[src/rtl/alu_pkg.sv]
// Shared types and constants for the ALU issue unit: opcodes, widths,
// FSM state encoding and the packed request format stored in the FIFO.
package alu_pkg;

  localparam int OPND_W = 3;
  localparam int RES_W  = 5;

  localparam logic [1:0] OP_ADD = 2'b00;
  localparam logic [1:0] OP_SUB = 2'b01;
  localparam logic [1:0] OP_MUL = 2'b10;
  localparam logic [1:0] OP_REM = 2'b11;

  typedef enum logic [1:0] {
    IDLE = 2'b00,
    EXEC = 2'b01,
    DONE = 2'b10
  } state_t;

  // 8-bit FIFO entry laid out as {op, b, a}
  typedef struct packed {
    logic [1:0]        op;
    logic [OPND_W-1:0] b;
    logic [OPND_W-1:0] a;
  } cmd_t;

endpackage

[src/rtl/alu_cmd_fifo.sv]
// Request FIFO for the ALU issue unit: DEPTH entries of {op,b,a}, with an
// occupancy count and empty flag. Push when full and pop when empty are ignored.
module alu_cmd_fifo
  import alu_pkg::*;
#(
  parameter int DEPTH = 4
) (
  input  logic                     clk,
  input  logic                     rst_n,
  input  logic                     push,
  input  logic                     pop,
  input  cmd_t                     wdata,
  output cmd_t                     rdata,
  output logic [$clog2(DEPTH):0]   count,
  output logic                     empty
);

  localparam int AW = $clog2(DEPTH);

  cmd_t          mem [DEPTH];
  logic [AW-1:0] wr_ptr;
  logic [AW-1:0] rd_ptr;
  logic          full;
  logic          do_push;
  logic          do_pop;

  assign full    = (count == (AW+1)'(DEPTH));
  assign empty   = (count == '0);
  assign do_push = push & ~full;
  assign do_pop  = pop & ~empty;
  assign rdata   = mem[rd_ptr];

  // NOTE: the storage array is deliberately not reset; pointers and count
  // alone decide which entries are valid, so the array maps onto plain RAM/flops.
  always_ff @(posedge clk) begin
    if (do_push) mem[wr_ptr] <= wdata;
  end

  // NOTE: sequential state uses non-blocking assignments so every register
  // samples pre-edge values regardless of statement order.
  always_ff @(posedge clk or negedge rst_n) begin
    if (!rst_n) begin
      wr_ptr <= '0;
      rd_ptr <= '0;
      count  <= '0;
    end else begin
      // DEPTH is a power of two, so pointer wrap is the natural overflow
      if (do_push) wr_ptr <= wr_ptr + 1'b1;
      if (do_pop)  rd_ptr <= rd_ptr + 1'b1;
      case ({do_push, do_pop})
        2'b10:   count <= count + 1'b1;
        2'b01:   count <= count - 1'b1;
        default: count <= count;
      endcase
    end
  end

endmodule

[src/rtl/alu_issue_unit.sv]
// Issue unit around the external combinational ALU: queues requests, drives
// registered operands, captures result/flags and counts divide-by-zero events.
module alu_issue_unit
  import alu_pkg::*;
#(
  parameter int DEPTH    = 4,
  parameter int DZ_CNT_W = 8
) (
  input  logic                clk,
  input  logic                rst_n,
  input  logic                in_valid,
  output logic                in_ready,
  input  logic [OPND_W-1:0]   in_a,
  input  logic [OPND_W-1:0]   in_b,
  input  logic [1:0]          in_op,
  output logic [OPND_W-1:0]   alu_a,
  output logic [OPND_W-1:0]   alu_b,
  output logic [1:0]          alu_s,
  input  logic [RES_W-1:0]    alu_r,
  input  logic                alu_sf,
  input  logic                alu_zf,
  input  logic                alu_dzf,
  output logic                out_valid,
  input  logic                out_ready,
  output logic [RES_W-1:0]    out_r,
  output logic                out_sf,
  output logic                out_zf,
  output logic                out_dzf,
  input  logic                dz_clr,
  output logic [DZ_CNT_W-1:0] dz_count
);

  localparam int CW = $clog2(DEPTH) + 1;

  state_t        state;
  cmd_t          head;
  cmd_t          wdata;
  logic [CW-1:0] count;
  logic          empty;
  logic          push;
  logic          load;
  logic          capture;

  assign wdata    = '{op: in_op, b: in_b, a: in_a};
  assign in_ready = (count < CW'(DEPTH));
  assign push     = in_valid & in_ready;
  assign capture  = (state == EXEC);

  // NOTE: every always_comb output gets a default first so no path infers a latch.
  always_comb begin
    load = 1'b0;
    if (!empty) begin
      if (state == IDLE)                    load = 1'b1;
      else if (state == DONE && out_ready)  load = 1'b1;
    end
  end

  alu_cmd_fifo #(.DEPTH(DEPTH)) u_fifo (
    .clk   (clk),
    .rst_n (rst_n),
    .push  (push),
    .pop   (load),
    .wdata (wdata),
    .rdata (head),
    .count (count),
    .empty (empty)
  );

  always_ff @(posedge clk or negedge rst_n) begin
    if (!rst_n) begin
      state     <= IDLE;
      alu_a     <= '0;
      alu_b     <= '0;
      alu_s     <= '0;
      out_valid <= 1'b0;
      out_r     <= '0;
      out_sf    <= 1'b0;
      out_zf    <= 1'b0;
      out_dzf   <= 1'b0;
    end else begin
      if (load) begin
        alu_a <= head.a;
        alu_b <= head.b;
        alu_s <= head.op;
      end
      case (state)
        IDLE: if (load) state <= EXEC;
        EXEC: begin
          // one cycle on registered operands lets the ALU settle
          out_r     <= alu_r;
          out_sf    <= alu_sf;
          out_zf    <= alu_zf;
          out_dzf   <= alu_dzf;
          out_valid <= 1'b1;
          state     <= DONE;
        end
        DONE: if (out_ready) begin
          out_valid <= 1'b0;
          state     <= load ? EXEC : IDLE;
        end
        default: state <= IDLE;
      endcase
    end
  end

  // Only genuine remainder-by-zero captures count; clear wins over increment
  always_ff @(posedge clk or negedge rst_n) begin
    if (!rst_n) begin
      dz_count <= '0;
    end else if (dz_clr) begin
      dz_count <= '0;
    end else if (capture && alu_dzf && alu_s == OP_REM && dz_count != {DZ_CNT_W{1'b1}}) begin
      dz_count <= dz_count + 1'b1;
    end
  end

endmodule

[config.mk]
export PLATFORM = sky130hd
export DESIGN_NAME = alu_issue_unit
export DESIGN_NICKNAME = d
export VERILOG_FILES = /design/src/rtl/alu_pkg.sv /design/src/rtl/alu_cmd_fifo.sv /design/src/rtl/alu_issue_unit.sv
export SDC_FILE = /design/constraint.sdc
export NUM_CORES = 1
export LEC_CHECK = 0
export CAP_MARGIN = 15
export CORE_MARGIN = 2
export CORE_UTILIZATION = 45
export DETAILED_ROUTE_END_ITERATION = 10
export PLACE_DENSITY = 0.7
export REMOVE_ABC_BUFFERS = 1
export SYNTH_ARGS = -nofsm -noshare
export SYNTH_HDL_FRONTEND = slang
export SYNTH_HIERARCHICAL = 1
export SYNTH_SLANG_ARGS = --single-unit
[constraint.sdc]
create_clock -name clk -period 2.8 [get_ports clk]
set_input_delay 0.28 -clock clk [delete_from_list [all_inputs] [get_ports clk]]
set_output_delay 0.28 -clock clk [all_outputs]
set_load 0.05 [all_outputs]
## Word-level counts from Yosys, hierarchy flattened

Memory sizes are Yosys's and may differ from the RTL's. A register that Yosys moved wholly into a read port is not among the register bits.
Index checks and enable logic that the tools add are counted.

| storage, ports and cells | value |
|---|---|
| register bits after elaboration | 26 |
| RAM bits | 32 |
| bits of input ports | 21 |
| output and inout port bits | 26 |
| word-level logic and storage cells | 57 |
| memories | 1 |

| operators by class | value |
|---|---|
| add/sub/neg operators | 5 |
| order comparisons | 1 |
| equal/unequal tests | 9 |
| muxes and demuxes | 14 |
| bitwise operators | 5 |
| reductions and logical operators | 12 |

Memories:

| memory | words | bits a word | rd ports | clocked after Yosys merged registers in | write ports | line | text |
|---|---|---|---|---|---|---|---|
| u_fifo.mem | 4 | 8 | 1 | 1 | 1 | alu_cmd_fifo.sv:20 | `cmd_t mem [DEPTH];` |

Operators with widths:

| operator | count |
|---|---|
| $mux 8 | 2 |
| $add 8x1->8 const B | 1 |
| $ne 8x8->1 const B | 1 |
| $mux 1 | 7 |
| $eq 2x2->1 const B | 3 |
| $pmux 2 s3 | 1 |
| $pmux 3 s2 | 1 |
| $reduce_bool 2->1 | 3 |
| $add 2x1->2 const B | 2 |
| $eq 2x1->1 const B | 2 |
| $logic_and 1x1->1 | 4 |
| $mux 2 | 2 |
| $ne 2x2->1 const B | 2 |
| $reduce_and 2->1 | 2 |
| $add 3x1->3 const B | 1 |
| $and 1x1->1 | 3 |
| $eq 3x3->1 const B | 1 |
| $logic_not 3->1 | 1 |
| $lt 3x3->1 const B | 1 |
| $sub 3x1->3 const B | 1 |
| $logic_not 2->1 | 1 |
| $not 1->1 | 2 |
| $pmux 1 s2 | 1 |
| $logic_not 1->1 | 1 |

## Depth between registers and ports, before layout

Gate-level depths: netlist (run 1).

| logic depth | value |
|---|---|
| depth in word-level cells | 8 |
| gate-level depth with buffers | 10 |
| mapped depth without buffers | 9 |

## Hierarchy

The synthesis (run 1) kept the hierarchy.

By module, submodules not included:

| module | times used | cells an instance | area an instance (sq um) | seq. area each (sq um) |
|---|---|---|---|---|
| alu_cmd_fifo | 1 | 80 | 1,596.5 | 1,136.1 |
| alu_issue_unit | 1 | 93 | 1,154.9 | 675.6 |

## Least setup slack after synthesis (run 1)

Ideal clock, no wire load.

| timing | value |
|---|---|
| path kind | register -> register |
| start point | reg u_fifo.count[2] |
| end point | reg u_fifo.count[2] |
| setup time | 79 ps |
| arrival time | 2,068 ps |
| path slack | 653 ps |
| stages on the path, launching flop included | 11 |
| cells stage by stage | dfrtp_1 -> nor3_1 -> nor3b_1 -> buf_2 -> o31a_2 -> ha_1 -> inv_1 -> fa_1 -> xor2_1 -> nor2_1 -> xor2_1 |

| on the way | value |
|---|---|
| word-level cells in the longest chain between the ends | 5 |
| elaborated cells on any way between the ends | 15 |
| classes of those cells | add/sub: 2; order compare: 1; eq/ne: 3; mux: 2; bitwise: 5; reduce/logical: 2 |

Ends and longest elaborated chain:

| element | line | text |
|---|---|---|
| start: declaration | alu_cmd_fifo.sv:14 | `output logic [$clog2(DEPTH):0] count,` |
| start signal: assignment | alu_cmd_fifo.sv:51 | `2'b10: count <= count + 1'b1;` |
| start signal: assignment | alu_cmd_fifo.sv:52 | `2'b01: count <= count - 1'b1;` |
| start signal: assignment | alu_cmd_fifo.sv:53 | `default: count <= count;` |
| $logic_not 3->1 * | alu_cmd_fifo.sv:28 | `assign empty = (count == '0);` |
| via empty | alu_issue_unit.sv:39 | `logic empty;` |
| $mux 1 * | alu_issue_unit.sv:52 | `if (!empty) begin` |
| via load | alu_issue_unit.sv:41 | `logic load;` |
| $and 1x1->1 * | alu_cmd_fifo.sv:30 | `assign do_pop = pop & ~empty;` |
| via u_fifo.do_pop | alu_cmd_fifo.sv:25 | `logic do_pop;` |
| $eq 2x1->1 or $eq 2x2->1 (tied branches) | alu_cmd_fifo.sv:50 | `case ({do_push, do_pop})` |
| $pmux 3 s2 or $reduce_bool 2->1 (tied branches) | n/a |  |

The timed path passes the listed nets; every way through them passes the cells marked *.
A chain may end at the register's enable or synchronous reset.

## Final worst setup path (run 1)

| timing | value |
|---|---|
| start point | reg u_fifo.count[2] |
| end point | reg u_fifo.count[2] |

| on the way | value |
|---|---|
| word-level cells in the longest chain between the ends | 5 |
| elaborated cells on any way between the ends | 15 |
| classes of those cells | add/sub: 2; order compare: 1; eq/ne: 3; mux: 2; bitwise: 5; reduce/logical: 2 |

Ends and longest elaborated chain:

| element | line |
|---|---|
| $logic_not 3->1 * | alu_cmd_fifo.sv:28 |
| via empty | alu_issue_unit.sv:39 |
| $mux 1 or $not 1->1 (tied branches) | alu_issue_unit.sv:52, alu_cmd_fifo.sv:30 |
| $and 1x1->1 * | alu_cmd_fifo.sv:30 |
| via u_fifo.do_pop | alu_cmd_fifo.sv:25 |
| $eq 2x1->1 or $eq 2x2->1 (tied branches) | alu_cmd_fifo.sv:50 |
| $pmux 3 s2 or $reduce_bool 2->1 (tied branches) | n/a |

Marked as above.

==> results of run 1 <==
[layout by cell type (no fill, tap or decap), types with 4 or more instances in the layout]
master and count:
clkdlybuf4s50_1 46, dfrtp_1 34, edfxtp_1 32, mux2_2 16, inv_1 9, clkbuf_8 9
a21oi_1 8, mux4_2 8, ha_1 6, nand3_1 5, nand2_1 4, o21ai_0 4
nor2_1 4, xor2_1 4
[worst paths after layout]
kind	from	endpoint	slack, ns	cells after the start
setup / recovery	u_fifo/count[2]	u_fifo/count[2]	0.61	9
hold / removal	rst_n	alu_b[1]	0.35	2
setup reg to reg	u_fifo/count[2]	u_fifo/count[2]	0.61	9
hold reg to reg	alu_a[1]	alu_a[1]	0.51	1
max in group asynchronous	rst_n	alu_s[1]	2.13	2
min in group clk	alu_a[1]	alu_a[1]	0.51	1
[metrics by stage]
| step | worst slack [ns] | util [%] | total power [mW] |
|---|---|---|---|
| floorplan | 0.1612 | - | 2.691 |
| global placement | 0.3709 | 55.52 | 3.183 |
| detailed placement | 0.3062 | 55.52 | 3.213 |
| CTS | 0.5835 | 59.59 | 4.171 |
| global route | 0.4387 | 59.59 | 4.356 |
| finish | 0.6088 | 59.59 | 4.129 |
[final cells by class]
class	instances	area, um2
Fill cell	482	2392
Sequential cell	66	1812
Multi-Input combinational cell	92	864.6
Timing Repair Buffer	49	483.0
Clock buffer	9	123.9
Clock inverter	7	117.6
Tap cell	75	93.84
Inverter	9	33.78
[Yosys cell counts]
cell type  count  area share, %
dfrtp_1       34             31
edfxtp_1      32             35
mux2_2        16            6.5
inv_1          9            1.2
a21oi_1        8            1.5
mux4_2         8            6.5
ha_1           6            2.7
nand3_1        5           0.91
nand2_1        4           0.55
nor2_1         4           0.55
o21ai_0        4           0.73
xor2_1         4            1.3
and2_2         3           0.82
or3_1          3           0.68
xnor2_1        3           0.96
buf_2          2           0.36
buf_6          2           0.82
mux2i_1        2           0.73
nand2b_1       2           0.45
nor3_1         2           0.36
nor3b_1        2           0.55
o31ai_1        2           0.55
or4_1          2           0.55
a21boi_4       1           0.68
and3_1         1           0.23
and4b_1        1           0.36
buf_1          1           0.14
clkbuf_2       1           0.18
fa_1           1           0.73
mux2_4         1           0.55
nand2_2        1           0.23
nand4_1        1           0.23
nor2_2         1           0.23
nor2b_1        1           0.23
nor4_1         1           0.23
o211ai_2       1           0.45
o31a_2         1           0.36
[per-layer routing]
layer	vias to the layer above	GRT usage, %	part of all wire, %
li1	741	-	-
met1	793	20.00	47
met2	32	25.00	47
met3	6	5.000	3.9
met4	0	6.333	1.7
met5	-	0	0
[power by group]
part	internal (mW)	total (mW)	switching, mW
clock network	0.589	0.956	0.366
registers	1.30	1.53	0.236
logic	0.738	1.64	0.903
[worst reg2reg max path: cells and delay by family, from the launching register on]
family,cells,cell delay (ns)
buf+inv,1,0.06
xor+xnor,2,0.30
simple gates,3,0.46
compound gates,1,0.23
fa+ha+maj,2,0.56
flops,1,0.50
[kinds of logic after synthesis]
| family | after synthesis |
|---|---|
| flops | 66 |
| xor+xnor | 7 |
| buf+inv | 15 |
| simple gates | 34 |
| fa+ha+maj | 7 |
| compound gates | 17 |
| mux | 27 |
[sequential cells by signal, indices dropped and copies added (netlist names)]
signal	flops
alu_s	2
out_dzf	1
alu_a	3
alu_b	3
out_r	5
u_fifo/wr_ptr	2
out_zf	1
dz_count	8
u_fifo/mem	32
u_fifo/count	3
out_valid	1
state	2
out_sf	1
u_fifo/rd_ptr	2
==> results.py, run 1 <==
metrics = {
    "status": {
        "status": "finished, final reports clean",
    },
    "layout": {
        "final_nets": 255,
        "design_area_mm2": 0.003528,
        "area_growth_pct": 28.24,
        "stdcell_count": 307,
        "antennaDiodeCount": 0,
        "drive_above_1_share_pct": 22.41,
    },
    "synthesis": {
        "yosys.area_share.simple_pct": 7.140,
        "synth_compound_gate_area_share_pct": 4.229,
        "netlist_instances": 173,
        "synth_top_family_by_area": "multiplexers",
        "ys_ff_latch": 66,
        "yosysWarnings": 6,
        "yosys.cell_types.count": 37,
        "synthMuxAreaShare_pct": 14.37,
        "synthAdderAreaFrac_pct": 3.456,
        "seq_area_frac_synth_pct": 65.85,
        "syn_area_mm2": 0.002751,
        "synth.avg_cell_area_um2": 15.90,
        "synthXorXnorAreaFrac_pct": 2.228,
    },
    "placement": {
        "dp_cells": 291,
        "gp_congestion": 0.7262,
        "place_area_mm2": 0.003287,
        "port_buffers": 46,
        "hpwlAfterDp_um": 3201,
    },
    "sta": {
        "tns_ns": 0,
        "hold_viol_final": 0,
        "period_minus_slack_ns": 2.191,
        "setup_viol": 0,
        "maxSlewHeadroom_pct": 57.94,
        "post-route-period-util_pct": 78.26,
        "timing.hold.ws_ns": 0.3505,
        "clock.fmax_mhz": 456.4,
        "drv_slew": 0,
        "finalClockSkew_ns": 0.01161,
        "rsz0062_at_grt": "no",
        "worst_slew_pin_slew_ns": 0.6309,
    },
    "worst_setup_path": {
        "crit_required_ns": 3.05,
        "cp_top_family": "adder cells",
        "crit_fanout": 7,
        "cp-start-kind": "flop",
        "crit_chain": "nor3_1, nor3b_1, o31a_2, ha_1, inv_1, fa_1, xor2_1, nor2_1, xor2_1",
        "worst-path-buf-inv": 1,
        "end_kind": "flop",
        "slowest_stage": "dfrtp_1",
        "cpMostUsedCell": "xor2_1",
        "critPathMaxStageDelay_ns": 0.50,
        "arrival_ns": 2.44,
        "path_class": "reg2reg",
    },
    "floorplanning": {
        "num_rows": 28,
        "die_h_um": 82.20,
        "die_w_um": 82.20,
        "ios": 47,
        "fp.dieArea_mm2": 0.006756,
        "start_util_pct": 46.47,
        "core-area_mm2": 0.005921,
    },
    "route": {
        "wl_per_cell_um": 15.47,
        "drt_iter0_drc": 66,
        "wl_um": 4748,
        "drc_errors": 0,
        "ant_nets": 0,
        "viasPerCell": 5.121,
        "first_pass_iters": 4,
        "vias": 1572,
    },
    "clock_network": {
        "htreeDepth": 3,
        "cts_root_buffer": "clkbuf_8",
        "postCtsHoldBufs": 0,
        "clock_latency_ns": 0.34,
        "cts_tree": "built",
        "clockBufferDepth": 2,
        "path_clk_slew_ns": 0.08,
        "cts_sinks": 66,
        "ctsResizeCount": 0,
        "cts_setup_buffers": 0,
        "cts_buffers": 9,
    },
    "run": {
        "maxCapViolCount": 0,
    },
    "pwr": {
        "powerDensity_mw_per_mm2": 1170,
        "vdd_drop_max_v": 0.0006126,
        "power_leakage_nw": 1.347,
    },
    "global_routing": {
        "gr-total-overflow": 0,
        "grt_pass1_vias": 1619,
        "track_usage_pct": 15.72,
        "grt_max_degree": 35,
        "grt_first_pass_wirelength_um": 7652,
        "antenna_found_initial": 0,
    },
    "hold_path": {
        "hold_class": "in2async",
    },
}
Power figures use the tool's default switching activity.
==> run 2, diff against run 1 <==
--- a/config.mk
+++ b/config.mk
@@ -9,7 +9,7 @@
 export CORE_MARGIN = 2
 export CORE_UTILIZATION = 45
 export DETAILED_ROUTE_END_ITERATION = 10
-export PLACE_DENSITY = 0.7
+export PLACE_DENSITY = 0.72
 export REMOVE_ABC_BUFFERS = 1
 export SYNTH_ARGS = -nofsm -noshare
 export SYNTH_HDL_FRONTEND = slang
==> constraint.sdc (replaced) <==
create_clock -name clk -period 1.9 [get_ports clk]
set_input_delay 0.19 -clock clk [delete_from_list [all_inputs] [get_ports clk]]
set_output_delay 0.19 -clock clk [all_outputs]
set_load 0.05 [all_outputs]
==> run 2 against run 1 <==
The flow now finishes with violations (setup timing). Hold slack worse by 0.087 ns. Count of clock-buffer cells in the layout increased by 1. Clock skew down 0.0061 ns. Sequential power rose by 41%. First-iteration DRC count increased by 79%. Highest routed layer unchanged.
==> results.py, run 2 (synthesis gave the netlist of run 1 again) <==
metrics = {
    "pwr": {
        "vdd_drop_max_v": 0.0008723,
        "power_leakage_nw": 1.396,
        "p_sw_mw": 2.327,
        "p_sw_share_pct": 37.65,
        "p_total_mw": 6.180,
        "seq_power_share_pct": 34.7,
        "pwr-share-clk_pct": 18.5,
        "p_int_mw": 3.853,
        "power_frac_comb_pct": 46.7,
        "powerDensity_mw_per_mm2": 1710,
    },
    "layout": {
        "n_fill_cell": 485,
        "antennaDiodeCount": 0,
        "multi_input_area_um2": 903.4,
        "largest_register_ffs": 32,
        "top_regs": "u_fifo/mem (32), dz_count (8), out_r (5)",
        "final_nets": 268,
        "drive_above_1_share_pct": 28.98,
        "mostFrequentLayoutCells": "clkdlybuf4s50_1, dfrtp_1, edfxtp_1, buf_4, mux2_2",
        "final_common_cell": "clkdlybuf4s50_1",
        "ff_latch_area_mm2": 0.001812,
        "top_register": "u_fifo/mem",
        "final_util_pct": 61.05,
        "design_area_mm2": 0.003615,
        "area_growth_pct": 31.38,
        "stdcell_count": 320,
    },
    "worst_setup_path": {
        "slowest_stage": "dfrtp_1",
        "crit_chain": "nand2b_1, nor3b_4, o31a_2, ha_4, inv_2, fa_2, xor2_1, nor2_1, xor2_1",
        "crit_fanout": 3,
        "cp-start-kind": "flop",
        "crit_required_ns": 2.12,
        "cpMostUsedCell": "xor2_1",
        "critPathMaxStageDelay_ns": 0.38,
        "end_kind": "flop",
        "cp_top_family": "adder cells",
        "arrival_ns": 2.13,
        "path_class": "reg2reg",
        "worst-path-buf-inv": 1,
    },
    "global_routing": {
        "track_usage_pct": 16.73,
        "gr-total-overflow": 0,
        "antenna_found_initial": 0,
        "grt_pass1_vias": 1640,
        "grt_max_degree": 35,
        "grt_first_pass_wirelength_um": 8045,
    },
    "clock_network": {
        "postCtsHoldBufs": 0,
        "cts_tree": "built",
        "cts_buffers": 9,
        "path_clk_slew_ns": 0.07,
        "clockBufferDepth": 2,
        "htreeDepth": 3,
        "cts_root_buffer": "clkbuf_8",
        "cts_sinks": 66,
        "clock_latency_ns": 0.34,
    },
    "sta": {
        "tns_ns": -0.005252,
        "maxSlewHeadroom_pct": 65.86,
        "rsz0062_at_grt": "yes",
        "finalClockSkew_ns": 0.005544,
        "post-route-period-util_pct": 100.3,
        "drv_slew": 0,
        "finalWorstSetupSlack_ns": -0.005252,
        "hold_viol_final": 0,
        "timing.hold.ws_ns": 0.2639,
        "clock.fmax_mhz": 524.9,
        "setup_viol": 1,
        "period_minus_slack_ns": 1.905,
        "worst_slew_pin_slew_ns": 0.5105,
    },
    "floorplanning": {
        "fp.dieArea_mm2": 0.006756,
        "core-area_mm2": 0.005921,
        "die_h_um": 82.20,
        "ios": 47,
        "die_w_um": 82.20,
        "start_util_pct": 46.47,
        "num_rows": 28,
    },
    "placement": {
        "gp_congestion": 0.7085,
        "dp_cells": 302,
        "dp_slack_ns": -0.5236,
        "hpwlAfterDp_um": 3358,
        "port_buffers": 46,
        "place_area_mm2": 0.003367,
    },
    "route": {
        "drc_errors": 0,
        "wl_per_cell_um": 15.53,
        "drt_iter0_drc": 118,
        "wl_um": 4969,
        "vias": 1648,
        "viasPerCell": 5.150,
        "first_pass_iters": 4,
        "ant_nets": 0,
    },
    "hold_path": {
        "hold_class": "in2async",
    },
    "status": {
        "status": "complete, but fails checks",
        "violations": "setup timing",
    },
    "run": {
        "maxCapViolCount": 0,
    },
}
run 2: power by group through the flow:
stage / Combinational (mW) / Sequential (mW) / Clock (mW)
2_1_floorplan: 1.09 / 2.88 / 0
5_1_grt: 3.09 / 2.20 / 1.25
3_5_place_dp: 2.75 / 2.17 / 0
4_1_cts: 2.88 / 2.15 / 1.18
3_3_place_gp: 2.70 / 2.15 / 0
6_report: 2.89 / 2.15 / 1.15
run 2: routing by layer:
layer | vias up | GRT usage, % | wire (um)
met4 | 0 | 10.00 | 115
met5 | - | 0 | 0
met2 | 39 | 25.73 | 2478
met1 | 822 | 21.85 | 2189
met3 | 13 | 3.587 | 185
li1 | 774 | - | -
run 2: path summary, 6_finish.rpt:
path | start | endpoint | slack (ns) | cells past startpoint
max | state[1] | u_fifo/count[2] | -0.005 | 9
min | rst_n | alu_a[0] | 0.26 | 2
max reg2reg | state[1] | u_fifo/count[2] | -0.005 | 9
min reg2reg | out_r[1] | out_r[1] | 0.50 | 1
max in group asynchronous | rst_n | dz_count[3] | 1.29 | 2
min in group clk | alu_r[2] | out_r[2] | 0.46 | 2
run 2: layout make-up:
class	instances	area share, %
Sequential cell	66	50.12
Multi-Input combinational cell	92	24.99
Timing Repair Buffer	62	15.99
Clock buffer	10	3.531
Tap cell	75	2.596
Clock inverter	6	1.835
Inverter	9	0.9346
run 2: timing repair:
| item | 4_1_cts | 5_1_grt |
|---|---|---|
| endpoints found under the hold margin | 0 | 0 |
| setup endpoints to repair | 2 | 1 |
| resized for setup | 9 | 0 |
| buffers inserted | 1 | 1 |
| pin swaps | 2 | 1 |
==> run 3, diff against run 2 <==
--- a/config.mk
+++ b/config.mk
@@ -9,6 +9,7 @@
 export CORE_MARGIN = 2
 export CORE_UTILIZATION = 45
 export DETAILED_ROUTE_END_ITERATION = 10
+export GPL_TIMING_DRIVEN = 0
 export PLACE_DENSITY = 0.72
 export REMOVE_ABC_BUFFERS = 1
 export SYNTH_ARGS = -nofsm -noshare
==> run 3 against run 2 <==
The run now ends clean. Critical path depth unchanged. Critical path type unchanged. Clock power down 4%. Flip-flop and latch count unchanged. Hold slack improved by 0.20 ns. Utilization unchanged. Highest routed layer unchanged. Count of clock-buffer cells in the layout unchanged. Wire length shrank 1.2%. First-iteration DRC count shrank 39%. Clock skew is 0.0047 ns higher.
==> results.py, run 3 (synthesis gave the netlist of run 1 again) <==
metrics = {
    "floorplanning": {
        "start_util_pct": 46.47,
        "num_rows": 28,
        "fp.dieArea_mm2": 0.006756,
        "ios": 47,
        "core-area_mm2": 0.005921,
        "die_w_um": 82.20,
        "die_h_um": 82.20,
    },
    "clock_network": {
        "path_clk_slew_ns": 0.07,
        "clockBufferDepth": 2,
        "clock_latency_ns": 0.33,
        "htreeDepth": 3,
        "cts_sinks": 66,
        "cts_tree": "built",
        "cts_buffers": 9,
        "cts_root_buffer": "clkbuf_8",
    },
    "sta": {
        "post-route-period-util_pct": 99.88,
        "drv_slew": 0,
        "worst_slew_pin_slew_ns": 0.7855,
        "finalClockSkew_ns": 0.01028,
        "rsz0062_at_grt": "yes",
        "setup_viol": 0,
        "clock.fmax_mhz": 526.9,
        "hold_viol_final": 0,
        "period_minus_slack_ns": 1.898,
        "maxSlewHeadroom_pct": 47.63,
    },
    "route": {
        "ant_nets": 0,
        "first_pass_iters": 4,
        "drc_errors": 0,
        "viasPerCell": 5.164,
        "wl_per_cell_um": 15.49,
        "wl_um": 4910,
        "drt_iter0_drc": 72,
        "vias": 1637,
    },
    "layout": {
        "area_growth_pct": 31.38,
        "stdcell_count": 317,
        "top_regs": "u_fifo/mem (32), dz_count (8), out_r (5)",
        "final_nets": 265,
        "mostFrequentLayoutCells": "clkdlybuf4s50_1, dfrtp_1, edfxtp_1, mux2_2, buf_4",
        "largest_register_ffs": 32,
        "final_common_cell": "clkdlybuf4s50_1",
        "top_register": "u_fifo/mem",
        "drive_above_1_share_pct": 28.51,
        "antennaDiodeCount": 0,
    },
    "worst_setup_path": {
        "setup.worst_path.start": "state[1]",
        "end_kind": "flop",
        "crit_required_ns": 2.15,
        "reg2reg_setup_slack_ns": 0.002,
        "path_class": "reg2reg",
        "arrival_ns": 2.15,
        "cp-start-kind": "flop",
        "crit_fanout": 3,
        "r2r-start": "state[1]",
    },
    "pwr": {
        "powerDensity_mw_per_mm2": 1696,
        "vdd_drop_max_v": 0.0009016,
        "p_total_mw": 6.130,
        "power_leakage_nw": 1.382,
    },
    "run": {
        "maxCapViolCount": 0,
    },
    "global_routing": {
        "track_usage_pct": 16.21,
        "grt_max_degree": 35,
        "grt_pass1_vias": 1599,
        "antenna_found_initial": 0,
        "gr-total-overflow": 0,
        "grt_first_pass_wirelength_um": 7845,
    },
    "placement": {
        "hpwlAfterDp_um": 3236,
        "gp_congestion": 0.6894,
        "port_buffers": 46,
        "dp_cells": 288,
    },
    "status": {
        "status": "finished, final reports clean",
    },
    "hold_path": {
        "hold_class": "in2async",
    },
}
run 3: changes by cell type in the layout (fill, tap and decap cells not counted), sizes merged:
| cell | before | now |
|---|---|---|
| inv | 10 | 9 |
| dlygate4sd3 | 0 | 1 |
| buf | 17 | 13 |
| dlygate4sd2 | 0 | 1 |
| clkdlybuf4s50 | 45 | 44 |
| clkinvlp | 3 | 2 |
| clkinv | 1 | 3 |
run 3: power by group:
group / internal [mW] / leakage, nW / switching (mW)
clock: 0.595 / 0.0874 / 0.505
sequential: 1.92 / 0.704 / 0.312
combinational: 1.31 / 0.590 / 1.49
run 3: area by class of cell:
type	count	area (um2)
Clock buffer	10	127.6
Fill cell	461	2306
Sequential cell	66	1814
Tap cell	75	93.84
Multi-Input combinational cell	92	929.6
Timing Repair Buffer	59	558.0
Clock inverter	6	57.56
Inverter	9	33.78
run 3: per-layer routing:
layer	routed length (um)	part of all wire [%]	track usage [%]	up-vias
li1	-	-	-	762
met1	2227	45	21.80	836
met2	2433	50	24.76	31
met3	178	3.6	4.565	8
met4	71	1.4	7.000	0
met5	0	0	0	-
run 3: stage by stage:
step	worst slack, ns	hold slack [ns]	TNS [ns]	area (um2)	utilization [%]
6_report	0.002281	0.4680	0	3615	61.05
3_3_place_gp	-1.613	0.4877	-17.89	3264	55.14
2_1_floorplan	-0.7388	-0.1056	-1.514	2710	-
3_5_place_dp	-1.042	0.3214	-4.175	3264	55.14
5_1_grt	-0.07274	0.4639	-0.1007	3615	61.05
4_1_cts	-0.009775	0.4600	-0.009775	3567	60.25
run 3: what timing repair did:
action,in CTS,in global routing
buffers inserted,9,3
pin swaps,3,2
hold buffers,1,0
gates resized for setup,10,6
hold endpoints to repair,34,0
endpoints found under the setup margin,6,10
run 3: critical path, stage by stage (launching register included):
cell	delay (ns)
dfrtp_1	0.39
nand2b_1	0.10
nor3b_4	0.22
o31a_4	0.19
ha_4	0.13
inv_2	0.04
fa_2	0.33
xor2_1	0.16
nor2_1	0.11
xor2_1	0.15
run 3: path summary, 6_finish.rpt:
check                                  end  cells after the start
max                        u_fifo/count[2]                      9
min                               alu_a[2]                      2
max reg2reg                u_fifo/count[2]                      9
min reg2reg                       out_r[1]                      1
max in group asynchronous  u_fifo/count[0]                      2
min in group clk                    out_sf                      2
